## src/rtl/vec_mag_pkg.sv

```systemverilog
// Shared definitions for the vector-magnitude pipeline and its feeders.
//   COORD_WIDTH_DFLT : default signed coordinate width in bits
//   seg_state_e      : segment-former state (EMPTY / HAVE_PREV)
//   seg_lsb()        : bit offset of a field inside a {x1, y1, x2, y2} segment word
//   SEG_*_LSB        : field offsets at the default width, for the magnitude core
package vec_mag_pkg;

  localparam int COORD_WIDTH_DFLT = 8;

  typedef enum logic {
    EMPTY     = 1'b0,
    HAVE_PREV = 1'b1
  } seg_state_e;

  // Field indices, MSB-first order inside the segment word.
  localparam int FLD_X1 = 0;
  localparam int FLD_Y1 = 1;
  localparam int FLD_X2 = 2;
  localparam int FLD_Y2 = 3;

  function automatic int seg_lsb(input int field, input int cw);
    return (3 - field) * cw;
  endfunction

  localparam int SEG_X1_LSB = seg_lsb(FLD_X1, COORD_WIDTH_DFLT);
  localparam int SEG_Y1_LSB = seg_lsb(FLD_Y1, COORD_WIDTH_DFLT);
  localparam int SEG_X2_LSB = seg_lsb(FLD_X2, COORD_WIDTH_DFLT);
  localparam int SEG_Y2_LSB = seg_lsb(FLD_Y2, COORD_WIDTH_DFLT);

endpackage

```

## src/rtl/vec_seg_former.sv

```systemverilog
// Point-to-segment former feeding the vector-magnitude core.
// Turns an AXI-Stream of points {x, y} into segments {x1, y1, x2, y2}.
//   mode_i = 0 (polyline): consecutive points of a packet form segments.
//   mode_i = 1 (radius)  : each point forms a segment from the origin.
// Ports:
//   aclk, aresetn        clock, async active-low reset
//   s_axis_*             point input stream (tdata = {x, y})
//   m_axis_*             registered segment output stream (tdata = {x1,y1,x2,y2})
//   mode_i               segment mode, latched on the first point of a packet
//   clear_i              synchronous soft clear of state, output and counters
//   busy_o               a point is held or an output is pending
//   seg_cnt_o            segments handed downstream (wraps)
//   lone_pt_cnt_o        single-point polylines seen (wraps)
module vec_seg_former
  import vec_mag_pkg::*;
#(
  parameter int COORD_WIDTH = COORD_WIDTH_DFLT
) (
  input  logic                     aclk,
  input  logic                     aresetn,
  input  logic [2*COORD_WIDTH-1:0] s_axis_tdata,
  input  logic                     s_axis_tvalid,
  input  logic                     s_axis_tlast,
  output logic                     s_axis_tready,
  output logic [4*COORD_WIDTH-1:0] m_axis_tdata,
  output logic                     m_axis_tvalid,
  output logic                     m_axis_tlast,
  input  logic                     m_axis_tready,
  input  logic                     mode_i,
  input  logic                     clear_i,
  output logic                     busy_o,
  output logic [31:0]              seg_cnt_o,
  output logic [31:0]              lone_pt_cnt_o
);

  localparam int PW     = 2 * COORD_WIDTH;
  localparam int SW     = 4 * COORD_WIDTH;
  localparam int X1_LSB = seg_lsb(FLD_X1, COORD_WIDTH);
  localparam int Y1_LSB = seg_lsb(FLD_Y1, COORD_WIDTH);
  localparam int X2_LSB = seg_lsb(FLD_X2, COORD_WIDTH);
  localparam int Y2_LSB = seg_lsb(FLD_Y2, COORD_WIDTH);

  seg_state_e        state_q, state_d;
  logic [PW-1:0]     prev_q, prev_d;
  logic              mode_q, mode_d;
  logic [SW-1:0]     m_data_q, m_data_d;
  logic              m_valid_q, m_valid_d;
  logic              m_last_q, m_last_d;
  logic [31:0]       seg_cnt_q, seg_cnt_d;
  logic [31:0]       lone_cnt_q, lone_cnt_d;

  logic              emit_would_occur;
  logic              accept;
  logic              cur_mode;
  logic              emit;
  logic              m_hs;
  logic [SW-1:0]     seg_word;

  // Any accept in HAVE_PREV, or any accept in radius mode, produces a segment.
  // Uses the raw mode_i so a polyline start is never blocked by a stalled output.
  assign emit_would_occur = (state_q == HAVE_PREV) || mode_i;
  assign s_axis_tready    = !clear_i && (!emit_would_occur || !m_valid_q || m_axis_tready);
  assign accept           = s_axis_tvalid && s_axis_tready;
  // The latched mode governs the packet once its first point has been taken.
  assign cur_mode         = (state_q == EMPTY) ? mode_i : mode_q;
  assign emit             = accept && (cur_mode || (state_q == HAVE_PREV));
  assign m_hs             = m_valid_q && m_axis_tready;

  always_comb begin
    seg_word = '0;
    seg_word[X2_LSB +: COORD_WIDTH] = s_axis_tdata[PW-1 -: COORD_WIDTH];
    seg_word[Y2_LSB +: COORD_WIDTH] = s_axis_tdata[COORD_WIDTH-1:0];
    if (!cur_mode) begin
      seg_word[X1_LSB +: COORD_WIDTH] = prev_q[PW-1 -: COORD_WIDTH];
      seg_word[Y1_LSB +: COORD_WIDTH] = prev_q[COORD_WIDTH-1:0];
    end
  end

  always_comb begin
    state_d    = state_q;
    prev_d     = prev_q;
    mode_d     = mode_q;
    m_data_d   = m_data_q;
    m_valid_d  = m_valid_q;
    m_last_d   = m_last_q;
    seg_cnt_d  = seg_cnt_q;
    lone_cnt_d = lone_cnt_q;

    if (clear_i) begin
      state_d    = EMPTY;
      m_valid_d  = 1'b0;
      m_last_d   = 1'b0;
      seg_cnt_d  = '0;
      lone_cnt_d = '0;
    end else begin
      if (m_hs) begin
        seg_cnt_d = seg_cnt_q + 32'd1;
        m_valid_d = 1'b0;
      end
      // A new segment overrides the drain so back-to-back segments keep tvalid high.
      if (emit) begin
        m_data_d  = seg_word;
        m_valid_d = 1'b1;
        m_last_d  = s_axis_tlast;
      end
      if (accept) begin
        if (state_q == EMPTY) mode_d = mode_i;
        if (!cur_mode) prev_d = s_axis_tdata;
        if (!cur_mode && (state_q == EMPTY) && s_axis_tlast) begin
          lone_cnt_d = lone_cnt_q + 32'd1;
          state_d    = EMPTY;
        end else begin
          state_d = s_axis_tlast ? EMPTY : HAVE_PREV;
        end
      end
    end
  end

  always_ff @(posedge aclk or negedge aresetn) begin
    if (!aresetn) begin
      state_q    <= EMPTY;
      prev_q     <= '0;
      mode_q     <= 1'b0;
      m_data_q   <= '0;
      m_valid_q  <= 1'b0;
      m_last_q   <= 1'b0;
      seg_cnt_q  <= '0;
      lone_cnt_q <= '0;
    end else begin
      state_q    <= state_d;
      prev_q     <= prev_d;
      mode_q     <= mode_d;
      m_data_q   <= m_data_d;
      m_valid_q  <= m_valid_d;
      m_last_q   <= m_last_d;
      seg_cnt_q  <= seg_cnt_d;
      lone_cnt_q <= lone_cnt_d;
    end
  end

  assign m_axis_tdata  = m_data_q;
  assign m_axis_tvalid = m_valid_q;
  assign m_axis_tlast  = m_last_q;
  assign busy_o        = (state_q == HAVE_PREV) || m_valid_q;
  assign seg_cnt_o     = seg_cnt_q;
  assign lone_pt_cnt_o = lone_cnt_q;

endmodule

```

## config.mk

```make
export PLATFORM = sky130hd
export DESIGN_NAME = vec_seg_former
export DESIGN_NICKNAME = d
export VERILOG_FILES = /design/src/rtl/vec_mag_pkg.sv /design/src/rtl/vec_seg_former.sv
export SDC_FILE = /design/constraint.sdc
export NUM_CORES = 1
export LEC_CHECK = 0
export BUFFER_PORTS_ARGS = -buffer_cell sky130_fd_sc_hd__buf_4
export CORE_UTILIZATION = 50
export CTS_CLUSTER_DIAMETER = 30
export DETAILED_ROUTE_END_ITERATION = 16
export HOLD_SLACK_MARGIN = 0.1
export PLACE_DENSITY = 0.82
export SLEW_MARGIN = 20
export SYNTH_ARGS = -nofsm -noshare
export SYNTH_HDL_FRONTEND = slang
export SYNTH_SLANG_ARGS = --single-unit
```

## constraint.sdc

```tcl
create_clock -name aclk -period 2.66 [get_ports aclk]
set_clock_uncertainty 0.05 [all_clocks]
set_input_delay 0.532 -clock aclk [delete_from_list [all_inputs] [get_ports aclk]]
set_output_delay 0.532 -clock aclk [all_outputs]
set_load 0.05 [all_outputs]
```

* After elaboration in Yosys (flattened, before gate mapping)
Index checks and enable logic that the tools add are counted.
W data, S select, Z words.
** Word-level totals
- Register bits after elaboration :: 116
- Output and inout port bits :: 100
- Word-level logic and storage cells :: 53
** Operators by class
- $add $sub $neg :: 2
- Mux-type cells :: 16
- Bitwise operators :: 3
- Reductions and logical operators :: 24
** Operators by type and width (count)
- $mux W32 :: 5
- $add A32 B1 Y32 const B :: 2
- $mux W16 :: 1
- $mux W1 :: 10
- $reduce_bool A2 Y1 :: 4
- $logic_and A1 B1 Y1 :: 6
- $reduce_and A2 Y1 :: 3
- $logic_or A1 B1 Y1 :: 5
- $logic_not A1 Y1 :: 4
- $not A1 Y1 :: 3
- $reduce_and A3 Y1 :: 1
- $reduce_bool A3 Y1 :: 1

* Depth between registers and ports, before layout
Gate-level depths: netlist (run 1).
- Depth in word-level cells :: 9
- Mapped depth :: 7
- Mapped depth without buffers :: 5

* Worst setup path after synthesis (run 1)
No wires, ideal clock.
- Path type :: in2out
- Start :: in clear_i
- End :: out s_axis_tready
- Arrival :: 1799 ps
- Required time :: 2078 ps
- Slack :: 279 ps
- Stages on the path :: 4
- Path buffers :: 3
- Path through :: clkbuf_1 buf_1 clkbuf_1 nor2_1
** On the way
- Word-level cells in the longest chain between the ends :: 2
** RTL lines
- start: declaration :: line vec_seg_former.sv:30 : input logic clear_i,
- $logic_not A1 Y1 :: line vec_seg_former.sv:62 : assign s_axis_tready = !clear_i && (!emit_would_occur || !m_valid_q || m_axis_tready);
- $logic_and A1 B1 Y1 :: line vec_seg_former.sv:62
- end: declaration :: line vec_seg_former.sv:24 : output logic s_axis_tready,
Every way passes these cells.

* Worst setup path after layout (run 1)
- Start :: reg seg_cnt_q[0] (netlist: seg_cnt_o[0])
- End :: reg seg_cnt_q[28] (netlist: seg_cnt_o[28])
** On the way
- Word-level cells in the longest chain between the ends :: 3
** RTL lines
- start: declaration :: line vec_seg_former.sv:49 : logic [31:0] seg_cnt_q, seg_cnt_d;
- start signal: assignment :: line vec_seg_former.sv:136 : seg_cnt_q <= seg_cnt_d;
- $add A32 B1 Y32 :: line vec_seg_former.sv:97 : seg_cnt_d = seg_cnt_q + 32'd1;
- $mux W32 :: line vec_seg_former.sv:96 : if (m_hs) begin
- $mux W32 :: line vec_seg_former.sv:89 : if (clear_i) begin
Every way passes these cells. The select of a mux whose other input is x is not followed.
A chain may end at the register's enable or synchronous reset.

==> results of run 1 <==
-- per-layer routing --
layer	routed length [µm]	vias up	share of wire
met5	0	-	0
met4	157	0	0.012
met3	819	17	0.064
met2	6190	137	0.48
met1	5600	2203	0.44
li1	-	2046	-
-- flip-flops by register name (all words and copies together), names as in the netlist --
register	cells
lone_pt_cnt_o	32
m_axis_tdata	32
seg_cnt_o	32
prev_q	16
m_axis_tlast	1
m_axis_tvalid	1
mode_q	1
state_q	1
-- cell families after synthesis --
kind of cell / after synthesis / synth area share
and+or+nand+nor: 195 / 0.203
DFF: 116 / 0.546
AOI/OAI and AO/OA: 66 / 0.0817
muxes: 52 / 0.106
buffers and inverters: 28 / 0.0219
xor gates and xnor gates: 22 / 0.0363
adders and majority gates: 2 / 0.00471
-- placed cells by master (no fill, tap or decap), types with 4 or more instances in the layout --
cell type / count
a21oi_1: 23
a22o_1: 16
and3_1: 6
and4_1: 8
buf_4: 133
clkbuf_16: 16
clkbuf_8: 6
clkinv_4: 4
dfrtp_1: 116
inv_1: 5
mux2_2: 34
mux2i_1: 17
nand2_1: 42
nand3_1: 19
nand4_1: 26
nor2_1: 32
nor2b_1: 4
nor3_1: 9
nor4_1: 8
o21ai_0: 11
o31ai_1: 11
or2_2: 4
or3_1: 13
or4_1: 12
xnor2_1: 12
xor2_1: 10
-- through the flow --
step / util / cells / worst slack [ns]
after floorplan: - / 481 / 0.279
after global placement: 0.623 / 730 / 0.478
after detailed placement: 0.623 / 730 / 0.427
after CTS: 0.682 / 763 / 0.422
after global routing: 0.682 / 763 / 0.310
final: 0.682 / 763 / 0.385
-- power groups by stage --
stage                     Combinational [mW]  Clock (mW)  Sequential (mW)
after CTS                              0.746        2.31             2.01
after global routing                   0.776        2.39             2.02
after detailed placement               0.741           0             2.03
final                                  0.739        2.28             2.01
after global placement                 0.727           0             2.02
after floorplan                        0.193           0             2.31
-- critical path, cell delays in order (launching register included) --
cell and delay, ns:
dfrtp_1 0.50, ha_1 0.24, nand4_1 0.16, or3_1 0.53, or4_1 0.54, a21oi_1 0.17
-- worst max path at each step --
stage                        end  slack (ns)  cells after the start
6_report           seg_cnt_o[28]        0.39                      5
5_1_grt            seg_cnt_o[28]        0.31                      5
4_1_cts            seg_cnt_o[28]        0.42                      5
3_5_place_dp       seg_cnt_o[29]        0.43                      5
3_3_place_gp   lone_pt_cnt_o[14]        0.48                      5
2_1_floorplan      s_axis_tready        0.28                      4
-- layout make-up --
| cell class | instances | area [µm²] |
|---|---|---|
| Timing Repair Buffer | 136 | 1050 |
| Fill cell | 816 | 3280 |
| Multi-Input combinational cell | 337 | 2300 |
| Tap cell | 136 | 170 |
| Sequential cell | 116 | 2900 |
| Clock inverter | 10 | 123 |
| Clock buffer | 22 | 483 |
| Inverter | 6 | 22.5 |
==> flow_summary.json, run 1 <==
{
  "ant_nets": 0,
  "r2r_end": "seg_cnt_o[28]",
  "syn_nets": 506,
  "vias": 4403,
  "timing.fmax_mhz": 440,
  "cts_hold_buf": 1,
  "max-slew-margin-rel": 0.589,
  "layout-drive-gt1-share": 0.332,
  "core-area_um2": 10300,
  "cts.reportedPaths.clkPinSlew_ns": 0.06,
  "synth_largest_area_cell": "dfrtp_1",
  "wl_um": 12800,
  "min_path_cells": 2,
  "wire_per_inst_um": 16.7,
  "start_util": 0.515,
  "seq_power_share": 0.400,
  "synth_cell_types": 44,
  "rsz0062_at_grt": "no",
  "synth_warnings": 0,
  "pwr-share-clk": 0.453,
  "h-tree-depth": 4,
  "fin_tns_setup_ns": 0,
  "yosys-top-cells-count": "dfrtp_1 (116), nand2_1 (42), mux2_2 (34)",
  "stdcell_area_um2": 7050,
  "use_met3": 0.0842,
  "synth.most_common_cell": "dfrtp_1",
  "syn_inst": 481,
  "cp_data_arrival_time_ns": 2.66,
  "r2r_slack_ns": 0.39,
  "netlist_area_um2": 5320,
  "postCtsSetupRepairBufs": 0,
  "required_ns": 3.05,
  "antenna_found_initial": 0,
  "p_leak_nw": 3.28,
  "critPathLaunchType": "register",
  "timing.final.crit_share": 0.855,
  "hp-class": "in2reg",
  "cts_tree": "built",
  "numCtsBuffers": 17,
  "grt_pass1_vias": 4282,
  "tightest_slew_ns": 0.611,
  "peakVddDrop_v": 0.000609,
  "die_w_um": 105,
  "powerDensity_nw_per_um2": 713,
  "synth_top_area_frac": 0.546,
  "ys_seq_area_frac": 0.546,
  "grtUsageMet1": 0.324,
  "drcViolationCount": 0,
  "grt_max_degree": 43,
  "comb_power_share": 0.147,
  "grtUsageMet2": 0.374,
  "worst-setup-path-type": "reg2reg",
  "outcome": "finished clean",
  "setup_viol": 0,
  "die_height_um": 105,
  "timing.hold.ws_ns": 0.176,
  "cts_root_buf": "clkbuf_8",
  "sw_frac_of_total": 0.275,
  "holdCritStartpoint": "s_axis_tlast",
  "crit_start": "seg_cnt_o[0]",
  "place_area_um2": 6430,
  "viasPerCell": 5.77,
  "area_delta_synth_final_pct": 32.6,
  "drv_cap": 0,
  "num_rows": 37,
  "die_area_um2": 11000,
  "final_hold_viol_count": 0,
  "port_buffers": 122,
  "ys.flop_type": "dfrtp_1",
  "drt-initial-drc-count": 230,
  "ioPinCount": 123,
  "grt_use_total": 0.247,
  "cts.path.max_buffers": 2,
  "diodes": 0,
  "synth_edf_count": 0,
  "fin_total_pwr_mw": 5.02,
  "clk_latency_ns": 0.52,
  "slew_viol_final": 0,
  "cts.sinks": 116,
  "endpoint_kind": "register",
  "period_minus_slack_ns": 2.27,
  "overflow": 0,
  "synth-seq-cells": 116,
  "first_pass_iters": 4,
  "hold_end": "state_q",
  "power.internal_mw": 3.64,
  "top_usage_layer": "met2",
  "grt_pass1_wl_um": 21200,
  "cts_resized": 0,
  "postSynth.asyncResetShare": 1.00,
  "nets": 639,
  "synth_area_leaders": "dfrtp_1 (55%), mux2_2 (7.2%), mux2i_1 (3.2%), nand4_1 (3.1%), nand2_1 (3.0%)",
  "avgSynthCellArea_um2": 11.1,
  "r2r_start": "seg_cnt_o[0]",
  "hpwl_um": 8560,
  "p_switching_mw": 1.38,
  "path_max_fanout": 8,
  "place_congestion": 0.856,
  "r2r_cells": 5
}
(Power assumes the default switching activity.)
==> run 2: changes to the inputs <==
- PLACE_DENSITY: 0.82 -> 0.72
- clock period: 2.66 -> 2.3 ns (I/O delays scaled with it)
==> flow_summary.json, run 2 (synthesized netlist as in run 1, its figures left out) <==
{
  "drv_cap": 0,
  "grt_max_degree": 63,
  "cts.path.max_buffers": 2,
  "fin_total_pwr_mw": 5.86,
  "rsz0062_at_grt": "no",
  "dp_cells": 734,
  "path_max_fanout": 8,
  "grt_pass1_wl_um": 21200,
  "num_rows": 37,
  "cts.reportedPaths.clkPinSlew_ns": 0.06,
  "p_leak_nw": 3.30,
  "cts_root_buf": "clkbuf_8",
  "wire_per_inst_um": 16.4,
  "layout-drive-gt1-share": 0.337,
  "diodes": 0,
  "ioPinCount": 123,
  "place_congestion": 0.923,
  "required_ns": 1.79,
  "hp-class": "in2reg",
  "first_pass_iters": 4,
  "viasPerCell": 5.69,
  "nets": 644,
  "peakVddDrop_v": 0.000719,
  "final_cell_count_no_fill": 768,
  "grt_pass1_vias": 4351,
  "antenna_found_initial": 0,
  "max-slew-margin-rel": 0.558,
  "numCtsBuffers": 17,
  "layout_common_cells": "buf_4 (137), dfrtp_1 (113), nand2_1 (42)",
  "slew_viol_final": 0,
  "final_hold_viol_count": 0,
  "die_height_um": 105,
  "endpoint_kind": "output port",
  "setup_viol": 0,
  "ant_nets": 0,
  "cts.sinks": 116,
  "hpwl_um": 8590,
  "critPathLaunchType": "register",
  "worst-setup-path-type": "reg2out",
  "timing.fmax_mhz": 459,
  "h-tree-depth": 4,
  "layout_commonest_cell": "buf_4",
  "powerDensity_nw_per_um2": 826,
  "outcome": "finished clean",
  "cts_tree": "built",
  "clk_latency_ns": 0.51,
  "fin_tns_setup_ns": 0,
  "die_w_um": 105,
  "drcViolationCount": 0,
  "timing.final.crit_share": 0.947,
  "tightest_slew_ns": 0.663,
  "die_area_um2": 11000,
  "cp_data_arrival_time_ns": 1.67,
  "timing.hold.ws_ns": 0.137,
  "wl_um": 12600,
  "period_minus_slack_ns": 2.18,
  "core-area_um2": 10300,
  "vias": 4367,
  "area_delta_synth_final_pct": 33.4,
  "port_buffers": 122,
  "grt_use_total": 0.245,
  "overflow": 0,
  "drt-initial-drc-count": 171,
  "start_util": 0.515
}
==> run 2: cell count changes in the layout (fill, tap and decap cells not counted), sizes merged <==
cell	delta
clkinv	+1
clkbuf	-3
dlygate4sd3	+1
bufinv	+2
buf	+4
==> run 2: stage by stage <==
stage / worst slack [ns] / area (µm²) / util
floorplan: 0.000983 / 5320 / -
global placement: 0.252 / 6460 / 0.626
detailed placement: 0.191 / 6460 / 0.626
CTS: 0.112 / 7090 / 0.687
global route: 0.0585 / 7090 / 0.687
finish: 0.122 / 7090 / 0.687
==> run 2: critical path, cell delays in order, from the launching register on <==
cell	delay [ns]
dfrtp_1	0.40
buf_4	0.17
nand2b_1	0.14
nor2_1	0.06
nor2_1	0.15
buf_4	0.23
==> run 2: final cells by class <==
type	count	area, µm²
clock buffers	19	422
clock inverters	13	184
fillers	804	3230
inverters	6	22.5
multi-input cells	337	2300
flip-flops and latches	116	2910
well taps	136	170
repair buffers	141	1090
==> run 2: metal layers <==
metal,track usage,wire [µm],vias to the layer above
li1,-,-,2061
met1,0.311,5420,2163
met2,0.393,6330,122
met3,0.0636,583,21
met4,0.114,282,0
met5,0,0,-
==> run 2: what timing repair did <==
item,4_1_cts,5_1_grt
hold buffers,2,0
endpoints found under the hold margin,30,0
resized for setup,0,0
setup buffers,0,0
==> run 2: where the power goes <==
group / leakage [nW] / switching (mW) / internal [mW]
registers: 1.54 / 0.0970 / 2.22
logic: 1.47 / 0.547 / 0.308
clock network: 0.288 / 0.932 / 1.76
total: 3.30 / 1.58 / 4.28
==> run 2: worst paths after layout <==
kind / start / end / depth (start not counted) / slack, ns
max in group asynchronous: aresetn / seg_cnt_o[0] / 3 / 1.10
hold reg to reg: prev_q[9] / m_axis_tdata[25] / 1 / 0.43
min in group asynchronous: aresetn / seg_cnt_o[19] / 2 / 0.40
setup / recovery: m_axis_tvalid / s_axis_tready / 5 / 0.12
setup reg to reg: seg_cnt_o[11] / seg_cnt_o[29] / 4 / 0.18
hold / removal: s_axis_tdata[11] / m_axis_tdata[11] / 2 / 0.14
